<file path="config.mk">
export PLATFORM = sky130hd
export DESIGN_NAME = pc_fetch
export DESIGN_NICKNAME = d
export VERILOG_FILES = /design/src/rtl/pc_fetch.sv
export SDC_FILE = /design/constraint.sdc
export NUM_CORES = 1
export LEC_CHECK = 0
export CORE_MARGIN = 5
export CORE_UTILIZATION = 45
export CTS_CLUSTER_SIZE = 14
export DETAILED_ROUTE_END_ITERATION = 10
export PLACE_DENSITY = 0.77
export SYNTH_ARGS = -nofsm -noshare
export SYNTH_HDL_FRONTEND = slang
export SYNTH_SLANG_ARGS = --single-unit
</file>
<file path="constraint.sdc">
create_clock -name clk -period 2.7 [get_ports clk]
set_input_delay 0.54 -clock clk [delete_from_list [all_inputs] [get_ports clk]]
set_output_delay 0.54 -clock clk [all_outputs]
set_load 0.01 [all_outputs]
</file>
<file path="src/rtl/pc_fetch.sv">
// pc_fetch: program counter and instruction fetch front end feeding AP_ctrl, with a single-level interrupt and halt.
// Latency: cache ready -> ir_valid is 2 cycles minimum (FETCH then CAPTURE); addr_ins is registered on FETCH entry.
// Backpressure: ir/ir_valid are held in ISSUE until ctrl_ready; no new fetch is issued while an instruction is unconsumed.
module pc_fetch #(
    parameter int                        ISA_WIDTH      = 30,
    parameter int                        OPCODE_WIDTH   = 4,
    parameter int                        ADDR_WIDTH_MEM = 16,
    parameter logic [ADDR_WIDTH_MEM-1:0] START_ADDR     = 16'h0001,
    parameter logic [ADDR_WIDTH_MEM-1:0] INT_ADDR       = 16'h8000,
    parameter logic [OPCODE_WIDTH-1:0]   END_OPCODE     = 4'hF
) (
    input  logic                      clk,
    input  logic                      rst,
    output logic [ADDR_WIDTH_MEM-1:0] addr_ins,
    input  logic                      ins_cache_rdy,
    input  logic [ISA_WIDTH-1:0]      instruction,
    input  logic [OPCODE_WIDTH-1:0]   ins_valid,
    output logic [ISA_WIDTH-1:0]      ir,
    output logic                      ir_valid,
    input  logic                      ctrl_ready,
    input  logic                      jmp_en,
    input  logic [ADDR_WIDTH_MEM-1:0] jmp_addr,
    input  logic                      int_req,
    output logic                      int_ack,
    input  logic                      int_ret,
    output logic                      halted
);

    // Fetch sequencer states.
    localparam logic [2:0] S_IDLE     = 3'd0;
    localparam logic [2:0] S_FETCH    = 3'd1;
    localparam logic [2:0] S_CAPTURE  = 3'd2;
    localparam logic [2:0] S_ISSUE    = 3'd3;
    localparam logic [2:0] S_INT_WAIT = 3'd4;
    localparam logic [2:0] S_HALT     = 3'd5;

    logic [2:0]                state_q;
    logic [2:0]                state_d;
    logic [ADDR_WIDTH_MEM-1:0] pc_q;
    logic [ADDR_WIDTH_MEM-1:0] pc_d;
    logic [ADDR_WIDTH_MEM-1:0] pc_inc;
    logic [ADDR_WIDTH_MEM-1:0] pc_seq;
    logic [ADDR_WIDTH_MEM-1:0] ret_pc_q;
    logic                      int_active_q;
    logic                      ret_pend_q;
    logic [OPCODE_WIDTH-1:0]   opcode;
    logic                      ins_ok;
    logic                      handshake;
    logic                      is_end;
    logic                      take_int;
    logic                      take_ret;
    logic                      enter_fetch;

    // Opcode of the instruction currently offered to AP_ctrl.
    assign opcode    = ir[ISA_WIDTH-1 -: OPCODE_WIDTH];
    assign is_end    = (opcode == END_OPCODE);

    // Only the all-ones pattern marks a valid cache word; anything else is treated as not yet valid.
    assign ins_ok    = &ins_valid;

    // ir_valid is high exactly while in ISSUE, so the handshake is ISSUE plus ctrl_ready.
    assign handshake = (state_q == S_ISSUE) && ctrl_ready;

    // Interrupts are only taken at a handshake, never nested, and never on the halting instruction.
    assign take_int  = handshake && !is_end && int_req && !int_active_q;

    // Return from interrupt is resolved in INT_WAIT; an int_ret seen earlier in the handler is remembered.
    assign take_ret  = (state_q == S_INT_WAIT) && int_active_q && (int_ret || ret_pend_q);

    // Sequential successor of pc; the interrupt vector is never reached by counting, it is skipped.
    always_comb begin
        pc_inc = pc_q + 1'b1;
        if (pc_inc == INT_ADDR) begin
            pc_inc = INT_ADDR + 1'b1;
        end
    end

    // Address that follows the instruction being handed over: branch target or sequential successor.
    assign pc_seq = jmp_en ? jmp_addr : pc_inc;

    // Next-state logic of the fetch sequencer.
    always_comb begin
        state_d = state_q;
        case (state_q)
            S_IDLE: begin
                state_d = S_FETCH;
            end
            S_FETCH: begin
                if (ins_cache_rdy) begin
                    state_d = S_CAPTURE;
                end
            end
            S_CAPTURE: begin
                if (ins_ok) begin
                    state_d = S_ISSUE;
                end
            end
            S_ISSUE: begin
                if (ctrl_ready) begin
                    if (is_end) begin
                        state_d = S_HALT;
                    end else if (int_active_q) begin
                        // Handler instruction consumed: park until the return decision.
                        state_d = S_INT_WAIT;
                    end else begin
                        state_d = S_FETCH;
                    end
                end
            end
            S_INT_WAIT: begin
                // Either return to ret_pc or re-present the vector; both refetch.
                state_d = S_FETCH;
            end
            S_HALT: begin
                state_d = S_HALT;
            end
            default: begin
                state_d = S_IDLE;
            end
        endcase
    end

    // Next pc: branch/increment on a normal handshake, vector on interrupt entry, ret_pc on return.
    // Inside the handler pc stays at the vector and jmp_en is not honoured.
    always_comb begin
        pc_d = pc_q;
        if (handshake && !is_end) begin
            if (take_int) begin
                pc_d = INT_ADDR;
            end else if (!int_active_q) begin
                pc_d = pc_seq;
            end
        end else if (take_ret) begin
            pc_d = ret_pc_q;
        end
    end

    assign enter_fetch = (state_d == S_FETCH) && (state_q != S_FETCH);

    // Sequencer state register.
    always_ff @(posedge clk or negedge rst) begin
        if (!rst) begin
            state_q <= S_IDLE;
        end else begin
            state_q <= state_d;
        end
    end

    // pc register; addr_ins only reloads on entry to FETCH so it stays steady through CAPTURE and ISSUE.
    always_ff @(posedge clk or negedge rst) begin
        if (!rst) begin
            pc_q     <= START_ADDR;
            addr_ins <= START_ADDR;
        end else begin
            pc_q <= pc_d;
            if (enter_fetch) begin
                addr_ins <= pc_d;
            end
        end
    end

    // Instruction register: capture the valid cache word, drop ir_valid after the handshake.
    always_ff @(posedge clk or negedge rst) begin
        if (!rst) begin
            ir       <= '0;
            ir_valid <= 1'b0;
        end else begin
            if ((state_q == S_CAPTURE) && ins_ok) begin
                ir       <= instruction;
                ir_valid <= 1'b1;
            end else if (handshake) begin
                ir_valid <= 1'b0;
            end
        end
    end

    // Interrupt context: return address, active flag, pending return and the one-cycle acknowledge.
    always_ff @(posedge clk or negedge rst) begin
        if (!rst) begin
            ret_pc_q     <= '0;
            int_active_q <= 1'b0;
            ret_pend_q   <= 1'b0;
            int_ack      <= 1'b0;
        end else begin
            int_ack <= take_int;
            if (take_int) begin
                ret_pc_q     <= pc_seq;
                int_active_q <= 1'b1;
            end else if (take_ret) begin
                int_active_q <= 1'b0;
            end
            if (take_ret) begin
                ret_pend_q <= 1'b0;
            end else if (int_active_q && int_ret) begin
                ret_pend_q <= 1'b1;
            end
        end
    end

    // Halt flag: set when the end opcode is accepted; only reset clears it.
    always_ff @(posedge clk or negedge rst) begin
        if (!rst) begin
            halted <= 1'b0;
        end else if (handshake && is_end) begin
            halted <= 1'b1;
        end
    end

endmodule

</file>
==> results.json, run 1 <==
{
  "max_stage_delay_ns": 0.55,
  "dp_hpwl_um": 8900,
  "reg2reg_depth": 7,
  "cts_buffer_depth": 2,
  "ys_top_cells_by_area": "dfrtp_1 (49%), mux2_2 (14%), nand2_1 (4.0%), o21ai_0 (3.0%), nor2_1 (2.6%)",
  "p_leak_nw": 2.54,
  "coreArea_um2": 9240,
  "critPathCapture": "addr_ins[0]$_DFFE_PN1P_",
  "peakVddDrop_v": 0.000628,
  "worst_ep_arrival_time_ns": 2.91,
  "cts_tree": "done",
  "synth_flop_cell": "dfrtp_1",
  "critPathLaunchType": "flip-flop",
  "clock_tree.root_cell": "clkbuf_8",
  "n_antenna_cell": 0,
  "period_minus_slack_ns": 2.61,
  "overflow": 0,
  "syn_nets": 464,
  "crit_path_end_kind": "flip-flop",
  "rows": 35,
  "drt-initial-drc-count": 214,
  "async_reset_ff_share_pct": 100,
  "synth_cells": 406,
  "syn2layout_area_growth_pct": 39.6,
  "wl_per_cell_um": 18.0,
  "regToRegSetupSlack_ns": 0.09,
  "io-pin-count": 106,
  "slew_headroom_pct": 66.4,
  "grt_start_max_net_pins": 36,
  "port_buffers": 105,
  "cts_buffers": 9,
  "period_share_pct": 96.6,
  "initial_core_util_pct": 46.2,
  "cp_data_required_time_ns": 3.00,
  "dpl-instance-area_um2": 5670,
  "synth.distinct_cells": 54,
  "grt_usage_pct": 21.5,
  "drc_errors": 0,
  "timing.rr.end": "addr_ins[0]$_DFFE_PN1P_",
  "fmax_ghz": 0.383,
  "yosysTopAreaCellShare_pct": 49.2,
  "dieArea_um2": 11500,
  "crit_path_max_fanout": 2,
  "seq_area_frac_synth_pct": 50.5,
  "grt_pass1_vias": 3940,
  "cap_violations": 0,
  "path_class": "reg -> reg",
  "cts.clk_slew.worst_paths_ns": 0.09,
  "crit_chain": "nand3_2, or4_4, or4b_1, a32o_2, o41a_1, a311oi_2, mux2_4",
  "synth_edf_count": 0,
  "pwr_density_cell_nw_per_um2": 1080,
  "htreeDepth": 3,
  "rsz0062_at_grt": "true",
  "drv_slew": 0,
  "synth_top_area_cell": "dfrtp_1",
  "grt_pass1_wl_um": 19400,
  "cts_sinks": 86,
  "gp_congestion": 0.936,
  "setup_viol": 0,
  "final_area_um2": 5960,
  "report.final.hold_viol_count": 0,
  "route.vias.total": 3610,
  "cp_slowest_cell": "dfstp_2",
  "finalWirelength_um": 11900,
  "die_h_um": 107,
  "routed_via_density": 5.44,
  "worstSkewPairLatency_ns": 0.36,
  "layout.nets": 588,
  "power.total_mw": 6.43,
  "worst_pin_slew_ns": 0.504,
  "worst_clock_skew_ns": 0.0130,
  "reg2reg_from": "pc_q[0]$_DFF_PN1_",
  "antenna_found_initial": 0,
  "die-width_um": 107,
  "synth_area_um2": 4270,
  "postRouteAntennaNets": 0,
  "firstDrtPassIters": 4,
  "status": "finished clean",
  "synth-seq-cells": 86,
  "ys_warn_count": 0,
  "syn_area_per_cell_um2": 10.5,
  "drive_above_1_share_pct": 25.0,
  "holdCritPathClass": "in -> async",
  "crit_start": "pc_q[0]$_DFF_PN1_"
}
worst min-delay path by stage:
stage / from / end / slack (ns) / cells after the start
after CTS: rst / pc_q[1]$_DFF_PN0_ / 0.13 / 1
final: rst / pc_q[1]$_DFF_PN0_ / 0.12 / 1
after global placement: ret_pc_q[6]$_DFFE_PN0P_ / ret_pc_q[6]$_DFFE_PN0P_ / 0.46 / 2
after global routing: rst / pc_q[1]$_DFF_PN0_ / 0.14 / 1
after floorplan: rst / addr_ins[10]$_DFFE_PN0P_ / 0.24 / 0
after detailed placement: halted$_DFFE_PN0P_ / halted$_DFFE_PN0P_ / 0.47 / 1
registers in the layout, indices dropped and copies added, names as in the netlist:
signal,count
ir_valid,1
int_active_q,1
state_q,3
halted,1
ret_pend_q,1
ret_pc_q,16
addr_ins,16
int_ack,1
pc_q,16
ir,30
cells in the final DEF, fill, tap and decap left out, types with 3 or more instances in the layout:
cell             Yosys  layout
nor4_1               6       4
mux2i_1              7       7
and3_1               3       3
buf_4                0      40
o221ai_1             4       4
nor3_1               5       4
o21a_1               4       4
o31ai_1              5       5
o221a_2              5       5
or2_2                3       3
nand2b_1             4       4
or3_1                3       3
bufinv_16            0       3
nand3_1              6       4
nor2_1              30      30
xor2_1               4       4
clkdlybuf4s50_1      0     104
a21oi_1             13      13
inv_1                3       3
nor2b_1              6       6
clkbuf_8             0       9
mux2_2              52      52
nand2_1             45      45
dfrtp_1             84      84
o21ai_0             26      26
nand4_1              6       6
nor3b_1              3       3
a31oi_1             10      10
xnor2_1              7       7
synth_stat cells (3+ instances only):
cell type / number
a21oi_1: 13
a31oi_1: 10
and3_1: 3
buf_2: 5
clkbuf_1: 26
dfrtp_1: 84
inv_1: 3
mux2_2: 52
mux2i_1: 7
nand2_1: 45
nand2b_1: 4
nand3_1: 6
nand4_1: 6
nor2_1: 30
nor2b_1: 6
nor3_1: 5
nor3b_1: 3
nor4_1: 6
o21a_1: 4
o21ai_0: 26
o221a_2: 5
o221ai_1: 4
o31ai_1: 5
or2_2: 3
or3_1: 3
xnor2_1: 7
xor2_1: 4
what timing repair did:
| action | in CTS | in global routing |
|---|---|---|
| pin swaps | 5 | 3 |
| resized for setup | 4 | 4 |
| setup buffers | 1 | 0 |
| hold buffers | 0 | 0 |
| endpoints found under the setup margin | 1 | 4 |
critical path, delay by kind of cell, from the launching register on:
kind	cells	cell delay (ns)
flip-flops	1	0.55
AO/OA/AOI/OAI	3	0.84
multiplexers	1	0.19
AND/OR/NAND/NOR	3	0.97
cells by family (layout without fill, tap and decap cells):
| kind of cell | Yosys count | in the layout | synth area share [%] |
|---|---|---|---|
| XOR/XNOR | 11 | 11 | 2.26 |
| buffers and inverters | 36 | 165 | 3.34 |
| AND/OR/NAND/NOR | 126 | 126 | 14.5 |
| flip-flops | 86 | 86 | 50.5 |
| multiplexers | 60 | 60 | 15.6 |
| AO/OA/AOI/OAI | 86 | 86 | 13.6 |
| adder cells (fa/ha/maj) | 1 | 1 | 0.293 |
power by group:
| part | internal [mW] | leakage [nW] | switching (mW) | total (mW) |
|---|---|---|---|---|
| clock network | 0.625 | 0.119 | 0.498 | 1.12 |
| logic | 1.65 | 1.34 | 1.33 | 2.98 |
| registers | 1.91 | 1.08 | 0.414 | 2.32 |
| total | 4.18 | 2.54 | 2.24 | 6.43 |
final cells by class:
cell class                 instances  area [um2]
clock buffer                      10         128
sequential                        86        2150
multi-input combinational        284        2020
timing repair buffer             145        1360
inverter                           4        15.0
tap                              129         161
clock inverter                     6         118
fill                             724        3280
per-stage QoR:
step	hold WS, ns	instances	TNS (ns)	setup slack, ns	util (%)
3_3_place_gp	0.462	647	0	0.00985	61.3
5_1_grt	0.141	664	-0.0491	-0.0302	64.5
6_report	0.120	664	0	0.0922	64.5
4_1_cts	0.126	664	0	0.0163	64.3
3_5_place_dp	0.469	647	-0.0508	-0.0508	61.3
2_1_floorplan	0.244	406	0	0.0187	-
per-layer routing:
| metal | vias up | part of all wire [%] | global-route usage (%) |
|---|---|---|---|
| met1 | 1763 | 42 | 26.2 |
| li1 | 1705 | - | - |
| met5 | - | 0 | 0 |
| met3 | 15 | 8.7 | 6.96 |
| met4 | 0 | 1.6 | 8.03 |
| met2 | 127 | 48 | 35.4 |
Power figures use the tool's default switching activity.
==> run 2, diff against run 1 <==
--- a/config.mk
+++ b/config.mk
@@ -10,6 +10,7 @@
 export CTS_CLUSTER_SIZE = 14
 export DETAILED_ROUTE_END_ITERATION = 10
 export PLACE_DENSITY = 0.77
+export SLEW_MARGIN = 25
 export SYNTH_ARGS = -nofsm -noshare
 export SYNTH_HDL_FRONTEND = slang
 export SYNTH_SLANG_ARGS = --single-unit
==> results of run 2 <==
Same layout as run 1: the final DEF is identical, and so are final timing and power.
